[config.mk]
export PLATFORM = sky130hd
export DESIGN_NAME = centroid_calc_flat
export DESIGN_NICKNAME = d
export VERILOG_FILES = /design/src/rtl/centroid_calc_pkg.sv /design/src/rtl/centroid_calc_if.sv /design/src/rtl/centroid_calc_seq_divider.sv /design/src/rtl/centroid_calc.sv /design/src/flat_wrapper.sv
export SDC_FILE = /design/constraint.sdc
export NUM_CORES = 1
export LEC_CHECK = 0
export ABC_AREA = 1
export ABC_CLOCK_PERIOD_IN_PS = 10300
export CAP_MARGIN = 15
export CORE_MARGIN = 2
export CORE_UTILIZATION = 40
export DETAILED_ROUTE_END_ITERATION = 10
export GPL_TIMING_DRIVEN = 0
export SETUP_SLACK_MARGIN = 0.3
export SLEW_MARGIN = 10
export SYNTH_ARGS = -nofsm -noshare
export SYNTH_HDL_FRONTEND = slang
export SYNTH_SLANG_ARGS = --single-unit
export TNS_END_PERCENT = 10
[constraint.sdc]
create_clock -name clk -period 10.3 [get_ports clk]
set_input_delay 1.545 -clock clk [delete_from_list [all_inputs] [get_ports clk]]
set_output_delay 1.545 -clock clk [all_outputs]
set_load 0.02 [all_outputs]
[src/rtl/centroid_calc_pkg.sv]
// Shared types and sizing for the centroid measurement front-end and the Kalman stage.
// The coordinate type is common to both; sum width covers a full frame of max coordinates.
package centroid_calc_pkg;

  localparam int DISP_WIDTH = 11;
  localparam int CNT_W      = 20;
  localparam int SUM_W      = DISP_WIDTH + CNT_W;
  localparam int ITER_W     = $clog2(SUM_W + 1);

  typedef logic [DISP_WIDTH-1:0] coord_t;
  typedef logic [CNT_W-1:0]      cnt_t;
  typedef logic [SUM_W-1:0]      sum_t;

  typedef enum logic [1:0] {
    ST_IDLE   = 2'd0,
    ST_DIVIDE = 2'd1,
    ST_DONE   = 2'd2
  } state_t;

endpackage

[src/rtl/centroid_calc_if.sv]
// Pixel-mask stream in, centroid measurement out. The master side is the pixel
// source / tracker; the slave side is the centroid calculator.
interface centroid_calc_if;
  import centroid_calc_pkg::*;

  logic   pix_valid;
  coord_t pix_x;
  coord_t pix_y;
  logic   pix_hit;
  logic   frame_end;
  coord_t z_x;
  coord_t z_y;
  logic   z_valid;
  logic   busy;
  logic   lost;
  logic   overrun;

  modport master (
    output pix_valid, pix_x, pix_y, pix_hit, frame_end,
    input  z_x, z_y, z_valid, busy, lost, overrun
  );

  modport slave (
    input  pix_valid, pix_x, pix_y, pix_hit, frame_end,
    output z_x, z_y, z_valid, busy, lost, overrun
  );

endinterface

[src/rtl/centroid_calc_seq_divider.sv]
// Unsigned restoring divider: SUM_W-bit dividend by CNT_W-bit divisor, one quotient
// bit per cycle; o_done pulses on the edge that produces the final bit.
module centroid_calc_seq_divider
  import centroid_calc_pkg::*;
#(
  parameter int Q_OUT_W = DISP_WIDTH
) (
  input  logic               clk,
  input  logic               areset,
  input  logic               i_start,
  input  sum_t               i_dividend,
  input  cnt_t               i_divisor,
  output logic [Q_OUT_W-1:0] o_quo,
  output logic               o_busy,
  output logic               o_done
);

  sum_t              r_quo;
  cnt_t              r_rem;
  cnt_t              r_div;
  logic [ITER_W-1:0] r_iter;
  logic              r_busy;
  logic              r_done;

  logic [CNT_W:0]    w_rem_sh;
  logic [CNT_W:0]    w_diff;
  logic              w_ge;

  // Remainder never reaches the divisor, so after a successful subtract it fits CNT_W bits.
  assign w_rem_sh = {r_rem, r_quo[SUM_W-1]};
  assign w_ge     = (w_rem_sh >= {1'b0, r_div});
  assign w_diff   = w_rem_sh - {1'b0, r_div};

  // Load on start, then shift-subtract one bit per cycle for SUM_W cycles.
  always_ff @(posedge clk or posedge areset) begin
    if (areset) begin
      r_quo  <= '0;
      r_rem  <= '0;
      r_div  <= '0;
      r_iter <= '0;
      r_busy <= 1'b0;
      r_done <= 1'b0;
    end else if (i_start) begin
      r_quo  <= i_dividend;
      r_rem  <= '0;
      r_div  <= i_divisor;
      r_iter <= ITER_W'(SUM_W);
      r_busy <= 1'b1;
      r_done <= 1'b0;
    end else if (r_busy) begin
      r_quo  <= {r_quo[SUM_W-2:0], w_ge};
      r_rem  <= w_ge ? CNT_W'(w_diff) : CNT_W'(w_rem_sh);
      r_iter <= r_iter - ITER_W'(1);
      r_busy <= (r_iter != ITER_W'(1));
      r_done <= (r_iter == ITER_W'(1));
    end else begin
      r_done <= 1'b0;
    end
  end

  assign o_quo  = r_quo[Q_OUT_W-1:0];
  assign o_busy = r_busy;
  assign o_done = r_done;

endmodule

[src/rtl/centroid_calc.sv]
// Per-frame hit accumulation and centroid division feeding the Kalman tracker.
// The next frame accumulates while the previous frame's sums are being divided.
module centroid_calc
  import centroid_calc_pkg::*;
#(
  parameter int MIN_PIXELS = 16
) (
  input  logic            clk,
  input  logic            areset,
  centroid_calc_if.slave  io_meas
);

  cnt_t   r_cnt;
  sum_t   r_sum_x;
  sum_t   r_sum_y;
  state_t r_state;
  coord_t r_z_x;
  coord_t r_z_y;
  logic   r_z_valid;
  logic   r_lost;
  logic   r_overrun;

  logic   w_hit;
  cnt_t   w_cnt_nxt;
  sum_t   w_sum_x_nxt;
  sum_t   w_sum_y_nxt;
  logic   w_accept;
  logic   w_start;
  coord_t w_quo_x;
  coord_t w_quo_y;
  logic   w_busy_x;
  logic   w_busy_y;
  logic   w_done_x;
  logic   w_done_y;

  // Once the count saturates every register freezes, which keeps the mean intact.
  assign w_hit       = io_meas.pix_valid & io_meas.pix_hit & ~(&r_cnt);
  assign w_cnt_nxt   = r_cnt + CNT_W'(w_hit);
  assign w_sum_x_nxt = r_sum_x + (w_hit ? SUM_W'(io_meas.pix_x) : {SUM_W{1'b0}});
  assign w_sum_y_nxt = r_sum_y + (w_hit ? SUM_W'(io_meas.pix_y) : {SUM_W{1'b0}});

  assign w_accept = (r_state == ST_IDLE) || (r_state == ST_DONE);
  assign w_start  = io_meas.frame_end & w_accept & (w_cnt_nxt >= CNT_W'(MIN_PIXELS));

  // Frame accumulators; frame_end clears them after the snapshot is taken.
  always_ff @(posedge clk or posedge areset) begin
    if (areset) begin
      r_cnt   <= '0;
      r_sum_x <= '0;
      r_sum_y <= '0;
    end else if (io_meas.frame_end) begin
      r_cnt   <= '0;
      r_sum_x <= '0;
      r_sum_y <= '0;
    end else begin
      r_cnt   <= w_cnt_nxt;
      r_sum_x <= w_sum_x_nxt;
      r_sum_y <= w_sum_y_nxt;
    end
  end

  centroid_calc_seq_divider #(.Q_OUT_W(DISP_WIDTH)) u_div_x (
    .clk        (clk),
    .areset     (areset),
    .i_start    (w_start),
    .i_dividend (w_sum_x_nxt),
    .i_divisor  (w_cnt_nxt),
    .o_quo      (w_quo_x),
    .o_busy     (w_busy_x),
    .o_done     (w_done_x)
  );

  centroid_calc_seq_divider #(.Q_OUT_W(DISP_WIDTH)) u_div_y (
    .clk        (clk),
    .areset     (areset),
    .i_start    (w_start),
    .i_dividend (w_sum_y_nxt),
    .i_divisor  (w_cnt_nxt),
    .o_quo      (w_quo_y),
    .o_busy     (w_busy_y),
    .o_done     (w_done_y)
  );

  // Measurement FSM with registered result and status pulses.
  always_ff @(posedge clk or posedge areset) begin
    if (areset) begin
      r_state   <= ST_IDLE;
      r_z_x     <= '0;
      r_z_y     <= '0;
      r_z_valid <= 1'b0;
      r_lost    <= 1'b0;
      r_overrun <= 1'b0;
    end else begin
      r_z_valid <= 1'b0;
      r_lost    <= 1'b0;
      r_overrun <= 1'b0;
      case (r_state)
        ST_IDLE: begin
          if (w_start) begin
            r_state <= ST_DIVIDE;
          end else begin
            r_lost <= io_meas.frame_end;
          end
        end
        ST_DIVIDE: begin
          r_overrun <= io_meas.frame_end;
          if (w_done_x & w_done_y) begin
            r_state <= ST_DONE;
          end else begin
            r_state <= ST_DIVIDE;
          end
        end
        ST_DONE: begin
          r_z_x     <= w_quo_x;
          r_z_y     <= w_quo_y;
          r_z_valid <= 1'b1;
          // A frame ending right now is handled exactly as in IDLE.
          if (w_start) begin
            r_state <= ST_DIVIDE;
          end else begin
            r_state <= ST_IDLE;
            r_lost  <= io_meas.frame_end;
          end
        end
        default: begin
          r_state <= ST_IDLE;
        end
      endcase
    end
  end

  assign io_meas.z_x     = r_z_x;
  assign io_meas.z_y     = r_z_y;
  assign io_meas.z_valid = r_z_valid;
  assign io_meas.busy    = w_busy_x | w_busy_y;
  assign io_meas.lost    = r_lost;
  assign io_meas.overrun = r_overrun;

endmodule

[src/flat_wrapper.sv]
// flat-port wrapper written by rule: the top's interface ports become plain ports
module centroid_calc_flat import centroid_calc_pkg::*;
#(
  parameter int MIN_PIXELS = 16
)
  (clk, areset, io_meas_pix_valid, io_meas_pix_x, io_meas_pix_y, io_meas_pix_hit, io_meas_frame_end, io_meas_z_x, io_meas_z_y, io_meas_z_valid, io_meas_busy, io_meas_lost, io_meas_overrun);
  centroid_calc_if io_meas_i ();
  input  logic clk;
  input  logic areset;
  input wire logic [$bits(io_meas_i.pix_valid)-1:0] io_meas_pix_valid;
  input wire logic [$bits(io_meas_i.pix_x)-1:0] io_meas_pix_x;
  input wire logic [$bits(io_meas_i.pix_y)-1:0] io_meas_pix_y;
  input wire logic [$bits(io_meas_i.pix_hit)-1:0] io_meas_pix_hit;
  input wire logic [$bits(io_meas_i.frame_end)-1:0] io_meas_frame_end;
  output wire logic [$bits(io_meas_i.z_x)-1:0] io_meas_z_x;
  output wire logic [$bits(io_meas_i.z_y)-1:0] io_meas_z_y;
  output wire logic [$bits(io_meas_i.z_valid)-1:0] io_meas_z_valid;
  output wire logic [$bits(io_meas_i.busy)-1:0] io_meas_busy;
  output wire logic [$bits(io_meas_i.lost)-1:0] io_meas_lost;
  output wire logic [$bits(io_meas_i.overrun)-1:0] io_meas_overrun;
  assign io_meas_i.pix_valid = io_meas_pix_valid;
  assign io_meas_i.pix_x = io_meas_pix_x;
  assign io_meas_i.pix_y = io_meas_pix_y;
  assign io_meas_i.pix_hit = io_meas_pix_hit;
  assign io_meas_i.frame_end = io_meas_frame_end;
  assign io_meas_z_x = io_meas_i.z_x;
  assign io_meas_z_y = io_meas_i.z_y;
  assign io_meas_z_valid = io_meas_i.z_valid;
  assign io_meas_busy = io_meas_i.busy;
  assign io_meas_lost = io_meas_i.lost;
  assign io_meas_overrun = io_meas_i.overrun;
  centroid_calc #(.MIN_PIXELS(MIN_PIXELS)) u_core (.clk(clk), .areset(areset), .io_meas(io_meas_i));
endmodule
==> results of run 1 <==
## sequential cells by signal (all words and copies together), names as in the netlist, 2 cells and up
signal and count:
u_core.r_cnt 20, u_core.u_div_x.r_rem 20, u_core.u_div_x.r_quo 31, u_core.r_sum_x 31
u_core.r_state 2, u_core.u_div_y.r_iter 5, u_core.u_div_y.r_rem 20, u_core.u_div_x.r_iter 5
u_core.u_div_y.r_quo 31, u_core.io_meas.z_x 11, u_core.r_sum_y 31, u_core.io_meas.z_y 11
u_core.u_div_x.r_div 20
## cells in the mapped netlist, types with 37 or more instances
cell,instances,share of area (%)
ha_1,69,5.6
clkbuf_1,50,1.2
dfrtp_1,245,40
nor2_1,215,5.2
inv_1,235,5.7
a21oi_1,65,2.1
o21ai_0,74,2.4
nand4_1,37,1.5
nand3_1,372,12
nand2_1,515,13
xor2_1,46,2.6
## worst min path at each step
stage | start | endpoint | slack, ns | cells after the start
after CTS | u_core.r_state[1] | u_core.r_state[1] | 0.46 | 1
after detailed placement | u_core.r_state[1] | u_core.r_state[1] | 0.46 | 1
final | u_core.r_state[1] | u_core.r_state[1] | 0.46 | 1
after floorplan | u_core.r_state[1] | u_core.r_state[1] | 0.43 | 1
after global routing | u_core.r_state[1] | u_core.r_state[1] | 0.49 | 1
after global placement | u_core.r_state[1] | u_core.r_state[1] | 0.45 | 1
## report_power, final
group	switching [uW]	internal, uW	leakage, uW
logic	848	487	0.00487
registers	125	1120	0.00308
clock network	420	650	0.000491
## metrics by stage
stage	setup TNS, ns	cells
after floorplan	0	2120
after global placement	-367.82	2683
after detailed placement	0	2685
after CTS	0	2736
after global routing	0	2736
final	0	2736
## critical path: cells and delay by family
family                     cells  cell delay (ns)
adders and majority gates      2             0.61
AOI/OAI and AO/OA              2             0.66
and+or+nand+nor               10             1.93
buffers and inverters          4             1.03
## area by class of cell
cell class                 instances  area (um2)  share of cell area (%)
multi-input combinational       1555        7940                    45.2
sequential                       245        6130                    34.9
inverter                         238         901                    5.12
clock buffer                      38         810                    4.60
tap                              511         639                    3.64
timing repair buffer              54         576                    3.27
buffer                            82         405                    2.31
clock inverter                    13         176                    1.00
## logic make-up (layout without fill, tap and decap cells)
kind of cell / Yosys count / count (layout) / synth area share (%)
AO/OA/AOI/OAI: 202 / 202 / 7.08
XOR/XNOR: 70 / 70 / 4.04
adder cells (fa/ha/maj): 73 / 73 / 6.14
buffers and inverters: 320 / 425 / 8.45
flip-flops: 245 / 245 / 39.9
AND/OR/NAND/NOR: 1210 / 1210 / 34.4
## layer usage
layer	routed length (um)	vias up	GRT usage [%]	part of all wire [%]
li1	-	7112	-	-
met1	21100	6754	31.9	46
met2	21900	301	40.5	47
met3	1870	83	2.69	4.0
met4	1370	0	6.97	3.0
met5	0	-	0	0
==> impl_metrics.prom, run 1 <==
# TYPE chip_impl_metric gauge
chip_impl_info{name="run_status",value="complete, no violations"} 1
chip_impl_metric{name="clock_path_buffers",unit=""} 3
chip_impl_metric{name="timing_max_transition_violations_final",unit=""} 0
chip_impl_metric{name="first_iter_violations",unit=""} 830
chip_impl_info{name="timing.critical_path.to_type",value="register"} 1
chip_impl_metric{name="initial_antenna_violation_count",unit=""} 0
chip_impl_metric{name="timing.max_slew.rel_slack",unit="%"} 23.9
chip_impl_metric{name="post_cts_hold_buffer_count",unit=""} 0
chip_impl_metric{name="achievable-frequency",unit="GHz"} 0.189
chip_impl_metric{name="area_after_detailed_placement",unit="um2"} 16600
chip_impl_info{name="worstReg2RegEnd",value="u_core.u_div_y.r_quo[26]"} 1
chip_impl_metric{name="wl_per_cell",unit="um"} 16.9
chip_impl_info{name="crit_end",value="u_core.u_div_y.r_quo[26]"} 1
chip_impl_metric{name="utilization",unit="%"} 46.6
chip_impl_metric{name="fillers",unit=""} 3910
chip_impl_metric{name="first_global_vias",unit=""} 14035
chip_impl_info{name="root_buffer",value="clkbuf_16"} 1
chip_impl_metric{name="critical_path.max_fanout",unit=""} 10
chip_impl_metric{name="cts-buffers-inserted",unit=""} 29
chip_impl_metric{name="ant_nets",unit=""} 0
chip_impl_metric{name="timing_hold_violations_final",unit=""} 0
chip_impl_metric{name="preCtsSetupSlack",unit="ns"} 4.40
chip_impl_info{name="rsz0062_at_grt",value="false"} 1
chip_impl_metric{name="gr-usage-all-layers",unit="%"} 23.8
chip_impl_metric{name="first_pass_grt_wire_length",unit="um"} 74500
chip_impl_metric{name="ys_seq_elements",unit=""} 245
chip_impl_metric{name="synth_cells",unit=""} 2120
chip_impl_metric{name="floorplan.die.height",unit="um"} 200
chip_impl_metric{name="fp.dieArea",unit="um2"} 40000
chip_impl_metric{name="globalRoute.totalOverflow",unit=""} 0
chip_impl_metric{name="postSynthAreaPerCell",unit="um2"} 7.25
chip_impl_metric{name="layout_setup_ws",unit="ns"} 5.01
chip_impl_metric{name="finish.instance_area",unit="um2"} 17600
chip_impl_metric{name="drt-vias-per-instance",unit=""} 5.21
chip_impl_metric{name="cts_h_tree_depth",unit=""} 1
chip_impl_metric{name="cts-resized-gates",unit=""} 0
chip_impl_metric{name="skew",unit="ns"} 0.00932
chip_impl_metric{name="power_density",unit="nW/um2"} 208
chip_impl_metric{name="synth_edf_count",unit=""} 0
chip_impl_metric{name="drive_gt1_share",unit="%"} 4.00
chip_impl_metric{name="initial_core_util",unit="%"} 40.7
chip_impl_metric{name="final_min_period_over_clock_period",unit="%"} 51.3
chip_impl_metric{name="finalCriticalPeriod",unit="ns"} 5.29
chip_impl_metric{name="leakage",unit="uW"} 0.00844
chip_impl_metric{name="cp_data_required_time",unit="ns"} 10.79
chip_impl_metric{name="max-vdd-ir-drop",unit="V"} 0.000116
chip_impl_metric{name="hpwlAfterDp",unit="um"} 36000
chip_impl_info{name="critical_path.startpoint",value="io_meas_pix_valid"} 1
chip_impl_metric{name="cts.repair_timing.setup_buffer_count",unit=""} 0
chip_impl_metric{name="worst_skew_pair.late_latency",unit="ns"} 0.56
chip_impl_metric{name="synthesis.nets",unit=""} 2220
chip_impl_metric{name="drc_markers",unit=""} 0
chip_impl_metric{name="worst-endpoint-arrival",unit="ns"} 5.78
chip_impl_metric{name="postRouteWirelength",unit="um"} 46300
chip_impl_metric{name="rrSetupSlack",unit="ns"} 5.73
chip_impl_metric{name="timing_worst_slew_pin_value",unit="ns"} 1.14
chip_impl_info{name="crit_chain",value="clkdlybuf4s50_1, nand2_1, nor2_1, inv_1, clkbuf_1, nor2_1, ha_1, inv_1, fa_1, o21ai_0, nand2_1, nand2_1, nand2_1, nand2_1, nand2_1, o21ai_0, nand4_1, nand3_1"} 1
chip_impl_metric{name="syn_to_final_growth",unit="%"} 14.4
chip_impl_info{name="worstReg2RegStart",value="u_core.r_cnt[9]"} 1
chip_impl_info{name="timing.critical_path.from_type",value="primary input"} 1
chip_impl_info{name="layout.cells.most_common_list",value="nand2_1 (515), nand3_1 (372), dfrtp_1 (245), inv_1 (234), nor2_1 (215)"} 1
chip_impl_metric{name="gpl.final_weighted_congestion",unit=""} 0.918
chip_impl_info{name="dominantRegCellSynth",value="dfrtp_1"} 1
chip_impl_info{name="crit_top_cell",value="nand2_1"} 1
chip_impl_metric{name="tritoncts_num_sinks",unit=""} 245
chip_impl_metric{name="async_reset_ff_share",unit="%"} 100
chip_impl_info{name="critical_path_class",value="primary input to register"} 1
chip_impl_metric{name="antennaDiodeCount",unit=""} 0
chip_impl_metric{name="pin_count",unit=""} 53
chip_impl_metric{name="cell_rows",unit=""} 71
chip_impl_metric{name="clk_transition_reported_paths",unit="ns"} 0.06
chip_impl_metric{name="fin_nets",unit=""} 2305
chip_impl_metric{name="drt-pass1-iter-count",unit=""} 5
chip_impl_metric{name="grt_start_max_net_pins",unit=""} 99
chip_impl_metric{name="timing.reg2reg.worst_path_depth",unit=""} 20
chip_impl_info{name="final_common_cell",value="nand2_1"} 1
chip_impl_metric{name="core",unit="um2"} 37800
chip_impl_metric{name="finalHoldWorstSlack",unit="ns"} 0.462
chip_impl_metric{name="count_of_different_cell_masters_after_synthesis",unit=""} 38
chip_impl_info{name="tritoncts",value="done"} 1
chip_impl_metric{name="p_total",unit="uW"} 3650
chip_impl_metric{name="setup_violating_endpoint_count_in_the_final_report",unit=""} 0
chip_impl_info{name="hold_path.class",value="register to register"} 1
chip_impl_metric{name="die_w",unit="um"} 200
chip_impl_metric{name="synth_seq_area_share",unit="%"} 39.9
chip_impl_metric{name="crit_path_max_incr_delay",unit="ns"} 0.71
chip_impl_metric{name="ys.warnings.count",unit=""} 0
chip_impl_metric{name="post_syn_area",unit="um2"} 15400
chip_impl_metric{name="vias_post_dr",unit=""} 14250
chip_impl_metric{name="place.port_buffers",unit=""} 52
chip_impl_info{name="worst_path_max_delay_cell",value="nor2_1"} 1
chip_impl_metric{name="maxCapViolCount",unit=""} 0
Power figures use the tool's default switching activity.
==> run 2: changes to the inputs <==
--- a/config.mk
+++ b/config.mk
@@ -6,7 +6,7 @@
 export NUM_CORES = 1
 export LEC_CHECK = 0
 export ABC_AREA = 1
-export ABC_CLOCK_PERIOD_IN_PS = 10300
+export ABC_CLOCK_PERIOD_IN_PS = 4490
 export CAP_MARGIN = 15
 export CORE_MARGIN = 2
 export CORE_UTILIZATION = 40
==> constraint.sdc (replaced) <==
create_clock -name clk -period 4.49 [get_ports clk]
set_input_delay 0.6735 -clock clk [delete_from_list [all_inputs] [get_ports clk]]
set_output_delay 0.6735 -clock clk [all_outputs]
set_load 0.02 [all_outputs]
==> run 2 against run 1 <==
Clock skew up 0.0050 ns. Clock power rose by 130%. Sequential share of layout area shrank 0.29 points. First-iteration DRC count up 13%. Register-to-register slack lost 5.0 ns. Wire length about the same. Critical path type is now register to register. Largest power group unchanged.
==> impl_metrics.prom, run 2 (synthesis gave the netlist of run 1 again) <==
# TYPE chip_impl_metric gauge
chip_impl_metric{name="worst_skew_pair.late_latency",unit="ns"} 0.57
chip_impl_metric{name="gpl.final_weighted_congestion",unit=""} 0.926
chip_impl_metric{name="timing_hold_violations_final",unit=""} 0
chip_impl_metric{name="postRouteWirelength",unit="um"} 46200
chip_impl_metric{name="vias_post_dr",unit=""} 14312
chip_impl_metric{name="worst-endpoint-arrival",unit="ns"} 4.29
chip_impl_info{name="critical_path_class",value="register to register"} 1
chip_impl_info{name="tritoncts",value="done"} 1
chip_impl_metric{name="die_w",unit="um"} 200
chip_impl_metric{name="ant_nets",unit=""} 0
chip_impl_metric{name="tritoncts_num_sinks",unit=""} 245
chip_impl_info{name="run_status",value="complete, no violations"} 1
chip_impl_metric{name="clock_path_buffers",unit=""} 3
chip_impl_metric{name="floorplan.die.height",unit="um"} 200
chip_impl_metric{name="clk_transition_reported_paths",unit="ns"} 0.06
chip_impl_metric{name="first_pass_grt_wire_length",unit="um"} 74000
chip_impl_metric{name="hpwlAfterDp",unit="um"} 36000
chip_impl_metric{name="drt-pass1-iter-count",unit=""} 5
chip_impl_metric{name="final_min_period_over_clock_period",unit="%"} 84.6
chip_impl_metric{name="timing_worst_slew_pin_value",unit="ns"} 1.12
chip_impl_metric{name="leakage",unit="uW"} 0.00848
chip_impl_metric{name="sequential_cell_area_in_the_final_layout",unit="um2"} 6130
chip_impl_metric{name="first_global_vias",unit=""} 13830
chip_impl_metric{name="share_seq_of_total_power",unit="%"} 34.0
chip_impl_metric{name="globalRoute.totalOverflow",unit=""} 0
chip_impl_metric{name="internal-power",unit="uW"} 5210
chip_impl_metric{name="fp.dieArea",unit="um2"} 40000
chip_impl_metric{name="achievable-frequency",unit="GHz"} 0.263
chip_impl_metric{name="initial_core_util",unit="%"} 40.7
chip_impl_metric{name="post_cts_hold_buffer_count",unit=""} 0
chip_impl_metric{name="initial_antenna_violation_count",unit=""} 0
chip_impl_metric{name="grt_start_max_net_pins",unit=""} 38
chip_impl_metric{name="max-vdd-ir-drop",unit="V"} 0.000297
chip_impl_metric{name="fillers",unit=""} 3886
chip_impl_metric{name="timing.reg2reg.worst_path_depth",unit=""} 21
chip_impl_metric{name="maxCapViolCount",unit=""} 0
chip_impl_info{name="final_common_cell",value="nand2_1"} 1
chip_impl_metric{name="critical_path.max_fanout",unit=""} 10
chip_impl_info{name="timing.critical_path.from_type",value="register"} 1
chip_impl_metric{name="cp_data_required_time",unit="ns"} 4.98
chip_impl_metric{name="layout_setup_ws",unit="ns"} 0.690
chip_impl_metric{name="p_total",unit="uW"} 8420
chip_impl_metric{name="antennaDiodeCount",unit=""} 0
chip_impl_metric{name="cts-buffers-inserted",unit=""} 28
chip_impl_metric{name="setup_violating_endpoint_count_in_the_final_report",unit=""} 0
chip_impl_metric{name="wl_per_cell",unit="um"} 16.8
chip_impl_metric{name="netSwitchingPower",unit="uW"} 3210
chip_impl_metric{name="drt-vias-per-instance",unit=""} 5.22
chip_impl_metric{name="cts_h_tree_depth",unit=""} 1
chip_impl_info{name="hold_path.class",value="primary input to asynchronous set/reset pin"} 1
chip_impl_info{name="root_buffer",value="clkbuf_16"} 1
chip_impl_metric{name="power_switching_share",unit="%"} 38.1
chip_impl_metric{name="drc_markers",unit=""} 0
chip_impl_metric{name="syn_to_final_growth",unit="%"} 15.3
chip_impl_metric{name="preCtsSetupSlack",unit="ns"} -0.561
chip_impl_metric{name="gr-usage-all-layers",unit="%"} 23.5
chip_impl_metric{name="finalCriticalPeriod",unit="ns"} 3.80
chip_impl_info{name="timing.critical_path.to_type",value="register"} 1
chip_impl_metric{name="cell_rows",unit=""} 71
chip_impl_metric{name="power_density",unit="nW/um2"} 475
chip_impl_metric{name="place.port_buffers",unit=""} 52
chip_impl_metric{name="footprint_of_the_multi_input_gates",unit="um2"} 7960
chip_impl_metric{name="pin_count",unit=""} 53
chip_impl_metric{name="skew",unit="ns"} 0.0143
chip_impl_metric{name="drive_gt1_share",unit="%"} 4.52
chip_impl_metric{name="first_iter_violations",unit=""} 936
chip_impl_metric{name="timing_max_transition_violations_final",unit=""} 0
chip_impl_info{name="rsz0062_at_grt",value="false"} 1
chip_impl_info{name="layout.cells.most_common_list",value="nand2_1 (515), nand3_1 (372), dfrtp_1 (245), inv_1 (234), nor2_1 (214)"} 1
chip_impl_metric{name="timing.max_slew.rel_slack",unit="%"} 25.3
chip_impl_metric{name="fin_nets",unit=""} 2311
chip_impl_metric{name="core",unit="um2"} 37800
chip_impl_metric{name="power_frac_comb",unit="%"} 36.3
chip_impl_metric{name="pwr-share-clk",unit="%"} 29.7
==> run 2: critical path: stages, from the launching register on <==
cell and delay (ns):
dfrtp_1 0.43, nand2_1 0.13, nor2_1 0.07, nand2_1 0.13
nor2_1 0.10, nor2_4 0.14, buf_12 0.14, inv_1 0.09
clkbuf_1 0.21, nor2_1 0.21, ha_1 0.21, inv_1 0.06
fa_1 0.41, o21ai_2 0.22, nand2_1 0.07, nand2_1 0.12
nand2_1 0.06, nand2_1 0.21, nand2_1 0.16, xnor2_1 0.28
nand3_1 0.15, nand3_1 0.12
==> run 2: routing by layer <==
layer | part of all wire [%] | vias up | track usage, %
li1 | - | 7125 | -
met4 | 3.5 | 0 | 7.96
met1 | 46 | 6791 | 32.1
met5 | 0 | - | 0
met2 | 46 | 314 | 38.7
met3 | 4.3 | 82 | 2.87
==> run 2: cell type report <==
class	count	area share (%)
clock inverters	15	1.10
well taps	511	3.61
multi-input cells	1555	44.9
flip-flops and latches	245	34.6
clock buffers	37	4.60
plain buffers	82	2.29
inverters	238	5.06
repair buffers	61	3.88
==> run 2: metrics by stage <==
stage	TNS (ns)	instance area [um2]	cells	utilization [%]	hold WS (ns)
floorplan	0	15400	2120	-	0.432
global placement	-379.83	16500	2683	43.8	0.449
detailed placement	-35.83	16700	2690	44.2	0.459
CTS	0	17700	2742	46.9	0.382
global route	0	17700	2744	47.0	0.397
finish	0	17700	2744	47.0	0.389
==> run 2: repair_timing <==
action                     in CTS  in global routing
buffers inserted                0                  2
setup endpoints to repair     156                 28
pin swaps                       0                  1
gates resized for setup         2                  4
==> run 2: power groups by stage <==
stage / registers, uW / clock network (uW) / logic, uW
after floorplan: 2800 / 0 / 2280
after global routing: 2910 / 2640 / 3460
after CTS: 2860 / 2540 / 3020
after global placement: 2890 / 0 / 2960
final: 2860 / 2500 / 3050
after detailed placement: 2900 / 0 / 2990
==> run 2: path summary, 6_finish.rpt <==
| kind | endpoint | start | slack, ns |
|---|---|---|---|
| max in group asynchronous | u_core.u_div_x.r_rem[4] | areset | 3.13 |
| worst max register to register | u_core.u_div_y.r_quo[22] | u_core.r_cnt[9] | 0.69 |
| min in group clk | u_core.r_state[1] | u_core.r_state[1] | 0.47 |
| worst min register to register | u_core.r_state[1] | u_core.r_state[1] | 0.47 |
| worst min-delay path | u_core.r_sum_y[13] | areset | 0.39 |
| worst max-delay path | u_core.u_div_y.r_quo[22] | u_core.r_cnt[9] | 0.69 |
==> run 3: changes to the inputs <==
--- a/config.mk
+++ b/config.mk
@@ -6,7 +6,7 @@
 export NUM_CORES = 1
 export LEC_CHECK = 0
 export ABC_AREA = 1
-export ABC_CLOCK_PERIOD_IN_PS = 4490
+export ABC_CLOCK_PERIOD_IN_PS = 3100
 export CAP_MARGIN = 15
 export CORE_MARGIN = 2
 export CORE_UTILIZATION = 40
==> constraint.sdc (replaced) <==
create_clock -name clk -period 3.1 [get_ports clk]
set_input_delay 0.465 -clock clk [delete_from_list [all_inputs] [get_ports clk]]
set_output_delay 0.465 -clock clk [all_outputs]
set_load 0.02 [all_outputs]
==> run 3 against run 2 <==
The run now ends with setup timing left. Flip-flop and latch count unchanged. Cell count up 2.6%. Register-to-register slack worse by 0.80 ns. First-iteration DRC count stayed put. Non-clock buffer count increased by 70. Global-route usage increased by 0.96 points. Clock skew is essentially flat. Total power is 47% higher. Design area rose by 12%. Largest power group unchanged. Highest routed layer unchanged.
==> impl_metrics.prom, run 3 (synthesis gave the netlist of run 1 again) <==
# TYPE chip_impl_metric gauge
chip_impl_info{name="run_status",value="finished, violations left"} 1
chip_impl_info{name="violations",value="setup timing"} 1
chip_impl_metric{name="first_pass_grt_wire_length",unit="um"} 76900
chip_impl_metric{name="postRouteWirelength",unit="um"} 49200
chip_impl_metric{name="drive_gt1_share",unit="%"} 16.8
chip_impl_metric{name="gpl.final_weighted_congestion",unit=""} 0.926
chip_impl_metric{name="ant_nets",unit=""} 0
chip_impl_info{name="final_common_cell",value="nand2_1"} 1
chip_impl_metric{name="syn_to_final_growth",unit="%"} 28.9
chip_impl_metric{name="power_density",unit="nW/um2"} 624
chip_impl_metric{name="fp.dieArea",unit="um2"} 40000
chip_impl_metric{name="drt-pass1-iter-count",unit=""} 5
chip_impl_metric{name="timing_max_transition_violations_final",unit=""} 0
chip_impl_metric{name="layout_setup_ws",unit="ns"} -0.111
chip_impl_metric{name="tritoncts_num_sinks",unit=""} 245
chip_impl_metric{name="floorplan.die.height",unit="um"} 200
chip_impl_metric{name="timing.max_slew.rel_slack",unit="%"} 39.4
chip_impl_metric{name="timing_worst_slew_pin_value",unit="ns"} 0.909
chip_impl_metric{name="grt_start_max_net_pins",unit=""} 38
chip_impl_metric{name="hpwlAfterDp",unit="um"} 36000
chip_impl_metric{name="preCtsSetupSlack",unit="ns"} -1.74
chip_impl_metric{name="worst-endpoint-arrival",unit="ns"} 3.65
chip_impl_metric{name="clock_path_buffers",unit=""} 3
chip_impl_metric{name="max-vdd-ir-drop",unit="V"} 0.000430
chip_impl_metric{name="timing.critical_path.depth",unit=""} 22
chip_impl_metric{name="die_w",unit="um"} 200
chip_impl_metric{name="totalNegativeSetupSlack",unit="ns"} -4.60
chip_impl_metric{name="finalHoldWorstSlack",unit="ns"} 0.179
chip_impl_metric{name="setup_violating_endpoint_count_in_the_final_report",unit=""} 117
chip_impl_metric{name="first_global_vias",unit=""} 14311
chip_impl_info{name="hold_path.class",value="primary input to asynchronous set/reset pin"} 1
chip_impl_metric{name="initial_antenna_violation_count",unit=""} 0
chip_impl_metric{name="critical_path.max_fanout",unit=""} 8
chip_impl_metric{name="finalCriticalPeriod",unit="ns"} 3.21
chip_impl_metric{name="fillers",unit=""} 3605
chip_impl_metric{name="skew",unit="ns"} 0.0147
chip_impl_metric{name="maxCapViolCount",unit=""} 0
chip_impl_metric{name="core",unit="um2"} 37800
chip_impl_metric{name="cell_rows",unit=""} 71
chip_impl_metric{name="footprint_of_the_multi_input_gates",unit="um2"} 9040
chip_impl_info{name="crit_chain",value="nand2_4, nor3_2, nand2_2, nor2_4, nor2_4, buf_12, clkinvlp_4, clkbuf_8, buf_12, nor2_1, ha_1, nand2_1, o21ai_4, nand2_1, nand2_2, nand2_2, nand2_4, nand2_4, nor2_2, nand2_1, nand4_1, nand3_1"} 1
chip_impl_metric{name="place.port_buffers",unit=""} 52
chip_impl_metric{name="clk_transition_reported_paths",unit="ns"} 0.06
chip_impl_metric{name="rrSetupSlack",unit="ns"} -0.11
chip_impl_metric{name="fin_nets",unit=""} 2382
chip_impl_metric{name="cp_data_required_time",unit="ns"} 3.54
chip_impl_info{name="rsz0062_at_grt",value="true"} 1
chip_impl_metric{name="cts_h_tree_depth",unit=""} 1
chip_impl_metric{name="timing.reg2reg.worst_path_depth",unit=""} 22
chip_impl_metric{name="non_filler_cells_in_the_finished_layout",unit=""} 2815
chip_impl_info{name="tritoncts",value="done"} 1
chip_impl_metric{name="p_total",unit="uW"} 12400
chip_impl_metric{name="drt-vias-per-instance",unit=""} 5.27
chip_impl_info{name="critical_path_class",value="register to register"} 1
chip_impl_info{name="root_buffer",value="clkbuf_16"} 1
chip_impl_metric{name="final_min_period_over_clock_period",unit="%"} 104
chip_impl_info{name="layout.cells.most_common_list",value="nand2_1 (465), nand3_1 (337), dfrtp_1 (241), inv_1 (229), nor2_1 (184)"} 1
chip_impl_metric{name="cts-buffers-inserted",unit=""} 28
chip_impl_metric{name="crit_path_max_incr_delay",unit="ns"} 0.39
chip_impl_metric{name="first_iter_violations",unit=""} 936
chip_impl_metric{name="sequential_cell_area_in_the_final_layout",unit="um2"} 6140
chip_impl_metric{name="globalRoute.totalOverflow",unit=""} 0
chip_impl_info{name="worst_path_max_delay_cell",value="dfrtp_1"} 1
chip_impl_metric{name="post_cts_hold_buffer_count",unit=""} 0
chip_impl_metric{name="timing.critical_path.buf_inv",unit=""} 4
chip_impl_metric{name="vias_post_dr",unit=""} 14829
chip_impl_metric{name="post-place-cells",unit=""} 2690
chip_impl_metric{name="gr-usage-all-layers",unit="%"} 24.5
chip_impl_info{name="timing.critical_path.to_type",value="register"} 1
chip_impl_metric{name="wl_per_cell",unit="um"} 17.5
chip_impl_info{name="worstReg2RegStart",value="u_core.r_cnt[3]"} 1
chip_impl_metric{name="initial_core_util",unit="%"} 40.7
chip_impl_info{name="timing.critical_path.from_type",value="register"} 1
chip_impl_info{name="worstReg2RegEnd",value="u_core.u_div_y.r_quo[26]"} 1
chip_impl_info{name="top_cell_family_by_delay_on_the_critical_path",value="simple AND/OR/NAND/NOR gates"} 1
chip_impl_metric{name="worst_skew_pair.late_latency",unit="ns"} 0.57
chip_impl_metric{name="achievable-frequency",unit="GHz"} 0.311
chip_impl_metric{name="antennaDiodeCount",unit=""} 0
chip_impl_metric{name="drc_markers",unit=""} 0
chip_impl_metric{name="timing_hold_violations_final",unit=""} 0
chip_impl_metric{name="leakage",unit="uW"} 0.00932
chip_impl_metric{name="pin_count",unit=""} 53
-- run 3: worst max-delay path by stage --
stage / start / endpoint / slack, ns
finish: u_core.r_cnt[3] / u_core.u_div_y.r_quo[26] / -0.11
global route: u_core.r_cnt[13] / u_core.u_div_y.r_quo[26] / -0.30
CTS: u_core.r_cnt[17] / u_core.u_div_y.r_quo[14] / -0.12
detailed placement: io_meas_pix_hit / u_core.u_div_y.r_quo[26] / -1.74
global placement: areset / u_core.u_div_x.r_rem[7] / -2.64
floorplan: areset / u_core.io_meas.lost / -0.58
-- run 3: where the power goes --
part | switching [uW] | total, uW | internal [uW] | leakage, uW
Sequential | 442 | 4170 | 3730 | 0.00307
Combinational | 2850 | 4550 | 1700 | 0.00576
Clock | 1450 | 3640 | 2190 | 0.000484
-- run 3: timing repair --
action / CTS / global route
cloned: 6 / 3
buffers inserted: 44 / 20
pin swaps: 70 / 62
endpoints found under the setup margin: 210 / 193
resized for setup: 220 / 128
hold endpoints to repair: 0 / 0
-- run 3: layout make-up --
| class | instances | share of cell area (%) |
|---|---|---|
| plain buffers | 82 | 3.34 |
| clock buffers | 37 | 4.12 |
| clock inverters | 15 | 0.985 |
| inverters | 238 | 4.55 |
| multi-input cells | 1556 | 45.6 |
| flip-flops and latches | 245 | 31.0 |
| well taps | 511 | 3.23 |
| repair buffers | 131 | 7.18 |
-- run 3: stage by stage --
| step | cell area, um2 | util (%) |
|---|---|---|
| after CTS | 19000 | 50.5 |
| final | 19800 | 52.5 |
| after floorplan | 15400 | - |
| after global placement | 16500 | 43.8 |
| after global routing | 19800 | 52.5 |
| after detailed placement | 16700 | 44.2 |
-- run 3: routing by layer --
layer / global-route usage [%] / part of all wire (%) / vias to the layer above
met4: 8.70 / 3.7 / 0
li1: - / - / 7250
met1: 32.7 / 44 / 7141
met2: 41.0 / 48 / 352
met5: 0 / 0 / -
met3: 2.94 / 4.1 / 86
